--- src/rtl/icb_master.sv ---
// Single-outstanding ICB bus master: accepts one user request, issues it on the
// ICB command channel, waits for the response and reports a one-cycle completion.
`timescale 1ns/1ps
module icb_master #(
  parameter int ADDR_W      = 32,
  parameter int DATA_W      = 64,
  parameter int TIMEOUT_CYC = 255
) (
  input  logic                clk,
  input  logic                rst_n,
  input  logic                req_valid,
  output logic                req_ready,
  input  logic                req_read,
  input  logic [ADDR_W-1:0]   req_addr,
  input  logic [DATA_W-1:0]   req_wdata,
  input  logic [DATA_W/8-1:0] req_wmask,
  output logic                resp_valid,
  output logic [DATA_W-1:0]   resp_rdata,
  output logic                resp_err,
  output logic                resp_timeout,
  output logic                busy,
  output logic                icb_cmd_valid,
  input  logic                icb_cmd_ready,
  output logic                icb_cmd_read,
  output logic [ADDR_W-1:0]   icb_cmd_addr,
  output logic [DATA_W-1:0]   icb_cmd_wdata,
  output logic [DATA_W/8-1:0] icb_cmd_wmask,
  input  logic                icb_rsp_valid,
  output logic                icb_rsp_ready,
  input  logic [DATA_W-1:0]   icb_rsp_rdata,
  input  logic                icb_rsp_err
);

  localparam int          MASK_W   = DATA_W / 8;
  localparam logic [15:0] CNT_LAST = 16'(TIMEOUT_CYC - 1);
  localparam logic [15:0] CNT_MAX  = 16'hFFFF;

  typedef enum logic [1:0] {
    IDLE = 2'd0,
    CMD  = 2'd1,
    RSP  = 2'd2
  } state_t;

  state_t              r_state;
  state_t              w_state_nxt;
  logic [15:0]         r_wait_cnt;
  logic [15:0]         w_wait_cnt_nxt;
  logic                w_req_hs;
  logic                w_cmd_hs;
  logic                w_rsp_hs;
  logic                w_timeout;
  logic                w_done_ok;
  logic                w_done_to;

  logic                r_cmd_read;
  logic [ADDR_W-1:0]   r_cmd_addr;
  logic [DATA_W-1:0]   r_cmd_wdata;
  logic [MASK_W-1:0]   r_cmd_wmask;

  logic                r_resp_valid;
  logic [DATA_W-1:0]   r_resp_rdata;
  logic                r_resp_err;
  logic                r_resp_timeout;

  assign w_req_hs  = req_valid & (r_state == IDLE);
  assign w_cmd_hs  = icb_cmd_ready & (r_state == CMD);
  assign w_rsp_hs  = icb_rsp_valid & (r_state == RSP);
  // Timeout fires on the last of TIMEOUT_CYC cycles spent waiting in one phase.
  assign w_timeout = (r_wait_cnt >= CNT_LAST);

  // State register
  always_ff @(posedge clk or negedge rst_n) begin
    if (!rst_n) begin
      r_state    <= IDLE;
      r_wait_cnt <= 16'd0;
    end else begin
      r_state    <= w_state_nxt;
      r_wait_cnt <= w_wait_cnt_nxt;
    end
  end

  // Next-state, completion strobes and wait counter; handshakes win over timeout
  always_comb begin
    w_state_nxt    = r_state;
    w_done_ok      = 1'b0;
    w_done_to      = 1'b0;
    w_wait_cnt_nxt = r_wait_cnt;
    case (r_state)
      IDLE: begin
        if (w_req_hs) begin
          w_state_nxt = CMD;
        end else begin
          w_state_nxt = IDLE;
        end
      end
      CMD: begin
        if (w_cmd_hs) begin
          w_state_nxt = RSP;
        end else if (w_timeout) begin
          w_state_nxt = IDLE;
          w_done_to   = 1'b1;
        end else begin
          w_state_nxt = CMD;
        end
      end
      RSP: begin
        if (w_rsp_hs) begin
          w_state_nxt = IDLE;
          w_done_ok   = 1'b1;
        end else if (w_timeout) begin
          w_state_nxt = IDLE;
          w_done_to   = 1'b1;
        end else begin
          w_state_nxt = RSP;
        end
      end
      default: begin
        w_state_nxt = IDLE;
      end
    endcase

    if (w_state_nxt != r_state) begin
      w_wait_cnt_nxt = 16'd0;
    end else if (r_state == IDLE) begin
      w_wait_cnt_nxt = 16'd0;
    end else if (r_wait_cnt != CNT_MAX) begin
      w_wait_cnt_nxt = r_wait_cnt + 16'd1;
    end else begin
      w_wait_cnt_nxt = r_wait_cnt;
    end
  end

  // Command fields stay on the bus after the handshake: the responder decodes
  // its error status from the address it currently sees.
  always_ff @(posedge clk or negedge rst_n) begin
    if (!rst_n) begin
      r_cmd_read  <= 1'b0;
      r_cmd_addr  <= '0;
      r_cmd_wdata <= '0;
      r_cmd_wmask <= '0;
    end else if (w_req_hs) begin
      r_cmd_read  <= req_read;
      r_cmd_addr  <= req_addr;
      r_cmd_wdata <= req_wdata;
      r_cmd_wmask <= req_wmask;
    end else begin
      r_cmd_read  <= r_cmd_read;
      r_cmd_addr  <= r_cmd_addr;
      r_cmd_wdata <= r_cmd_wdata;
      r_cmd_wmask <= r_cmd_wmask;
    end
  end

  // Completion status, held until the next completion
  always_ff @(posedge clk or negedge rst_n) begin
    if (!rst_n) begin
      r_resp_valid   <= 1'b0;
      r_resp_rdata   <= '0;
      r_resp_err     <= 1'b0;
      r_resp_timeout <= 1'b0;
    end else begin
      r_resp_valid <= w_done_ok | w_done_to;
      if (w_done_ok) begin
        r_resp_err     <= icb_rsp_err;
        r_resp_timeout <= 1'b0;
        if (r_cmd_read) begin
          r_resp_rdata <= icb_rsp_rdata;
        end else begin
          r_resp_rdata <= r_resp_rdata;
        end
      end else if (w_done_to) begin
        r_resp_err     <= 1'b1;
        r_resp_timeout <= 1'b1;
      end else begin
        r_resp_err     <= r_resp_err;
        r_resp_timeout <= r_resp_timeout;
      end
    end
  end

  assign req_ready     = (r_state == IDLE);
  assign busy          = (r_state != IDLE);
  assign icb_cmd_valid = (r_state == CMD);
  assign icb_rsp_ready = (r_state == RSP);
  assign icb_cmd_read  = r_cmd_read;
  assign icb_cmd_addr  = r_cmd_addr;
  assign icb_cmd_wdata = r_cmd_wdata;
  assign icb_cmd_wmask = r_cmd_wmask;
  assign resp_valid    = r_resp_valid;
  assign resp_rdata    = r_resp_rdata;
  assign resp_err      = r_resp_err;
  assign resp_timeout  = r_resp_timeout;

endmodule

--- config.mk ---
export PLATFORM = sky130hd
export DESIGN_NAME = icb_master
export DESIGN_NICKNAME = d
export VERILOG_FILES = /design/src/rtl/icb_master.sv
export SDC_FILE = /design/constraint.sdc
export NUM_CORES = 1
export LEC_CHECK = 0
export ABC_AREA = 1
export CELL_PAD_IN_SITES_DETAIL_PLACEMENT = 1
export CELL_PAD_IN_SITES_GLOBAL_PLACEMENT = 2
export CORE_ASPECT_RATIO = 0.5
export CORE_MARGIN = 2
export CORE_UTILIZATION = 26
export DETAILED_ROUTE_END_ITERATION = 7
export PLACE_DENSITY = 0.86
export SETUP_SLACK_MARGIN = 0.2
export SLEW_MARGIN = 20
export SYNTH_ARGS = -nofsm -noshare
export SYNTH_HDL_FRONTEND = slang
export SYNTH_SLANG_ARGS = --single-unit
--- constraint.sdc ---
create_clock -name clk -period 2.5 [get_ports clk]
set_input_delay 0.625 -clock clk [delete_from_list [all_inputs] [get_ports clk]]
set_output_delay 0.625 -clock clk [all_outputs]
set_load 0.03 [all_outputs]
* Word-level counts from Yosys, hierarchy flattened
Index checks and enable logic that the tools add are counted.
** Word-level totals
- Register bits after elaboration :: 190
- Output and inout bits :: 176
- Word-level logic and storage cells :: 43
** Operators by class
- $add $sub $neg :: 1
- Magnitude comparators :: 1
- Equal/unequal tests :: 4
- Muxes and demuxes :: 18
- Bitwise operators :: 4
- Reductions and logical operators :: 5
** Operator list (count)
- $mux 16 :: 3
- $add 16x1->16 const B :: 1
- $ge 16x8->1 const B :: 1
- $ne 16x16->1 const B :: 1
- $mux 1 :: 10
- $mux 2 :: 3
- $pmux 2 s3 :: 1
- $reduce_bool 2->1 :: 2
- $and 1x1->1 :: 3
- $reduce_bool 3->1 :: 1
- $eq 2x1->1 const B :: 1
- $eq 2x2->1 const B :: 1
- $logic_not 2->1 :: 1
- $ne 2x2->1 :: 1
- $pmux 1 s2 :: 1
- $reduce_and 2->1 :: 1
- $or 1x1->1 :: 1

* Depth between registers and ports, before layout
- Depth in word-level cells :: 6
- Depth in mapped cells :: 13
- Gate-level depth less buffers :: 13

* Worst setup path before layout
OpenSTA, ideal clock, no wires.
- Path type :: reg2reg
- Start point :: reg r_state[1]
- End point :: reg r_cmd_wdata[10] (netlist: icb_cmd_wdata[10])
- Setup time :: 0.125 ns
- Arrival time :: 1.837 ns
- Setup slack :: 0.538 ns
- Stages on the path, launching flop included :: 8
- Buffers on the path :: 3
- Period minus slack after synthesis :: 1.962 ns
- Cell sequence :: dfrtp_1 -> inv_1 -> ha_1 -> buf_2 -> nand2_2 -> buf_2 -> buf_2 -> mux2_2
** Between the ends
- Word-level cells in the longest chain between the ends :: 2
** Ends and longest elaborated chain
- start: declaration :: RTL line 44 : state_t r_state;
- start signal: assignment :: RTL line 77 : r_state <= w_state_nxt;
- $logic_not 2->1
- net req_ready :: RTL line 12 : output logic req_ready,
- $and 1x1->1 :: RTL line 65 : assign w_req_hs = req_valid & (r_state == IDLE);
- end signal: assignment :: RTL line 144 : r_cmd_wdata <= req_wdata;
- end signal: assignment :: RTL line 149 : r_cmd_wdata <= r_cmd_wdata;
- end: declaration :: RTL line 57 : logic [DATA_W-1:0] r_cmd_wdata;
The timed path passes the listed nets, and every way through them passes these cells.
A chain may end at the register's enable or synchronous reset.

* Worst setup path in the final report
- Start point :: reg r_state[1]
- End point :: out icb_cmd_valid
** Between the ends
- Word-level cells in the longest chain between the ends :: 1
** Ends and longest elaborated chain
- $eq 2x1->1 :: RTL line 183 : assign icb_cmd_valid = (r_state == CMD);
- end: declaration :: RTL line 22 : output logic icb_cmd_valid,
No other way between the ends.

==> impl_results.md <==
- Total setup buffers inserted after CTS: 0
- Max Fanout on Critical Path: 4
- Max-slew violation count: 0
- Yosys warning total: 0
- Switching portion of total power: 0.408
- RSZ-0062 raised after global routing: no
- NetSw: about 7 mW
- Core ar.: around 0.029 mm^2
- TritonCTS clock tree: built
- Post-synth cell types: 29
- Max-cap violations: 0
- Syn-to-layout area delta: 60.4%
- Final WL: ~25000 um
- First-pass GRT wire length: 38700 um
- Crit path time final: approximately 2.2 ns
- Slowest library cell on the worst path: dfrtp_1
- Root Buffer: clkbuf_16
- TritonCTS Sinks: between 150 and 200
- Layout fillers: approximately 3.1k
- Worst path cell trace: inv_1 -> ha_1 -> clkdlybuf4s15_2
- Crit Path Category: reg -> out
- # diodes: 0
- Top Ports: between 300 and 400
- VDD IR max: 0.000653 V
- Avg WL per Cell: 19.3 um
- Row count: 44
- Reg power frac: 0.305
- Post-synth EDFFs: 0
- Cell count after synthesis: roughly 540
- Vias in the first global route: roughly 6.4k
- Fraction of layout cells with a size suffix above 1: 0.274
- Final hold vios: 0
- Endpoints failing setup: 0
- Dpl hpwl: slightly below 20000 um
- Via Count: 5650
- Vias/cell: about 4.3
- Largest net degree at the start of global routing: 67
- Num CTS Buffers: 17
- Post-synth ARST share: 1.00
- Clk slew on worst S/H paths: 0.07 ns
- Status: finished, final reports clean
- Pwr dens: 1390 mW/mm^2
- Synth top cells by count: dfrtp_1, mux2_2, nand2_1
- Area of the die: about 0.031 mm^2
- Yosys reg bits: 190
- Slew @ Worst Pin: ~0.6 ns
- DR pass1 iterations: 4
- Max incr delay on CP: approximately 0.42 ns
- Most frequent cell after synthesis: dfrtp_1
- Synth Flop Type: dfrtp_1
- DRC errors left: 0
- Fin util: 0.426
- CP startpoint kind: flop
- Non-filler instance count after layout: between 1k and 1.5k
- Antenna Violating Nets Remaining: 0
- H-tree depth reported by CTS: 4
- Post-route cell area: 0.0124 mm^2
- Clock power share: 0.166
- Internal: a little over 10 mW
- Worst Skew: roughly 0.011 ns
- # port buffers: 350
- Tcrit/Tclk final: 0.883
- Synth top area cells: dfrtp_1, mux2_2, nand2_1
- Cell taking the most area after synthesis: dfrtp_1
- Initial antenna violation count: 0
- Initial Util: 0.265
- NumNets Final: 1086
- Fmax: 453 MHz
- Post-DP Area: ~0.012 mm^2
- Post-synthesis sequential area ratio: 0.616
- Worst hold path class: in -> async
- CP endpoint kind: output port
- Mapped Area: 0.00771 mm^2
- Worst hold slack: around 0.17 ns
- WP data arrival: approximately 1.6 ns
- Maximum clock insertion buffer count: 2
- Dpl cells: around 1.3k
- Avg Cell Area, Syn: 14.2 um^2
- Setup_tns: 0 ns
- Die span in y: 126 um
- GP Congestion: 0.843
- Gr usage total: 0.167
- Overflow after GRT: 0
- Initial DRC count: 154
- Leakage: approximately 5.2 nW
- Synth top area share: 0.616
- Req. time, crit path: about 1.9 ns
- Chip width: 248 um
- Clock latency on the worst-skew pair: 0.45 ns
- Max-slew headroom: 0.603
- Comb power frac: 0.529
- Total nets after synthesis: roughly 730
==> per-layer routing <==
metal  wire [um]  GRT usage
met5           0          0
met4         678     0.0623
met3         660     0.0358
met2       14400      0.319
met1        9550      0.181
==> critical path: cells and delay by family (launching register included) <==
family                     cells  cell delay (ns)
adders and majority gates      1             0.23
buffers and inverters          2             0.49
DFF                            1             0.42
==> through the flow <==
step	worst slack (ns)	total power, mW
finish	0.291	17.2
global route	0.201	18.0
CTS	0.223	17.5
detailed placement	0.255	14.5
global placement	0.292	14.3
floorplan	0.538	10.3
==> placed cells by master, fill, tap and decap left out, types with 2 or more instances in the layout <==
cell,count
nand2_1,40
clkbuf_8,2
clkdlybuf4s50_1,345
buf_4,5
xnor2_1,3
xor2_1,4
mux2_2,169
nand2_2,10
clkinvlp_4,2
nor2_4,4
ha_1,6
inv_1,24
dfrtp_1,190
clkdlybuf4s15_2,2
nor3_2,11
nor2_1,26
nand2_4,2
a21oi_1,3
buf_12,6
inv_8,2
nand3_1,11
clkbuf_16,17
nand4_1,3
bufinv_16,3
o21ai_0,5
nand3_2,4
clkinv_2,3
==> area by class of cell <==
type                       count  area (um^2)  share of cell area
clock inverter                12          160              0.0129
sequential                   190         4750               0.384
clock buffer                  19          443              0.0358
multi-input combinational    311         2780               0.224
timing repair buffer         361         3660               0.296
inverter                      24         90.1             0.00728
tap                          391          489              0.0395
==> registers in the layout (all words and copies together) (netlist names), 2 cells and up <==
name and flops:
icb_cmd_wmask 8, icb_cmd_wdata 64, resp_rdata 64, icb_cmd_addr 32
r_wait_cnt 16, r_state 2
==> final timing paths <==
check | cells past startpoint | end | slack, ns | from
max | 3 | icb_cmd_valid | 0.29 | r_state[1]
min | 1 | icb_cmd_wdata[58] | 0.17 | rst_n
max reg2reg | 11 | r_wait_cnt[7] | 0.57 | r_state[1]
min reg2reg | 1 | icb_cmd_wdata[23] | 0.51 | icb_cmd_wdata[23]
max in group asynchronous | 2 | icb_cmd_wdata[10] | 1.63 | rst_n
min in group clk | 1 | icb_cmd_wdata[23] | 0.51 | icb_cmd_wdata[23]
==> what timing repair did <==
| action | CTS | global route |
|---|---|---|
| resized for setup | 13 | 2 |
| cloned | 0 | 0 |
| setup endpoints to repair | 4 | 2 |
| hold buffers | 0 | 0 |
==> power by group through the flow <==
stage | logic [mW] | registers, mW | clock network (mW)
3_5_place_dp | 9.21 | 5.31 | 0
3_3_place_gp | 9.07 | 5.20 | 0
5_1_grt | 9.49 | 5.45 | 3.07
2_1_floorplan | 2.32 | 8.01 | 0
4_1_cts | 9.23 | 5.27 | 2.96
6_report | 9.10 | 5.25 | 2.85
==> logic make-up after synthesis <==
| logic type | synth area share |
|---|---|
| and+or+nand+nor | 0.0842 |
| muxes | 0.247 |
| buffers and inverters | 0.0248 |
| AOI/OAI and AO/OA | 0.0102 |
| xor gates and xnor gates | 0.00795 |
| DFF | 0.616 |
| adders and majority gates | 0.00973 |
Power figures use the tool's default switching activity.
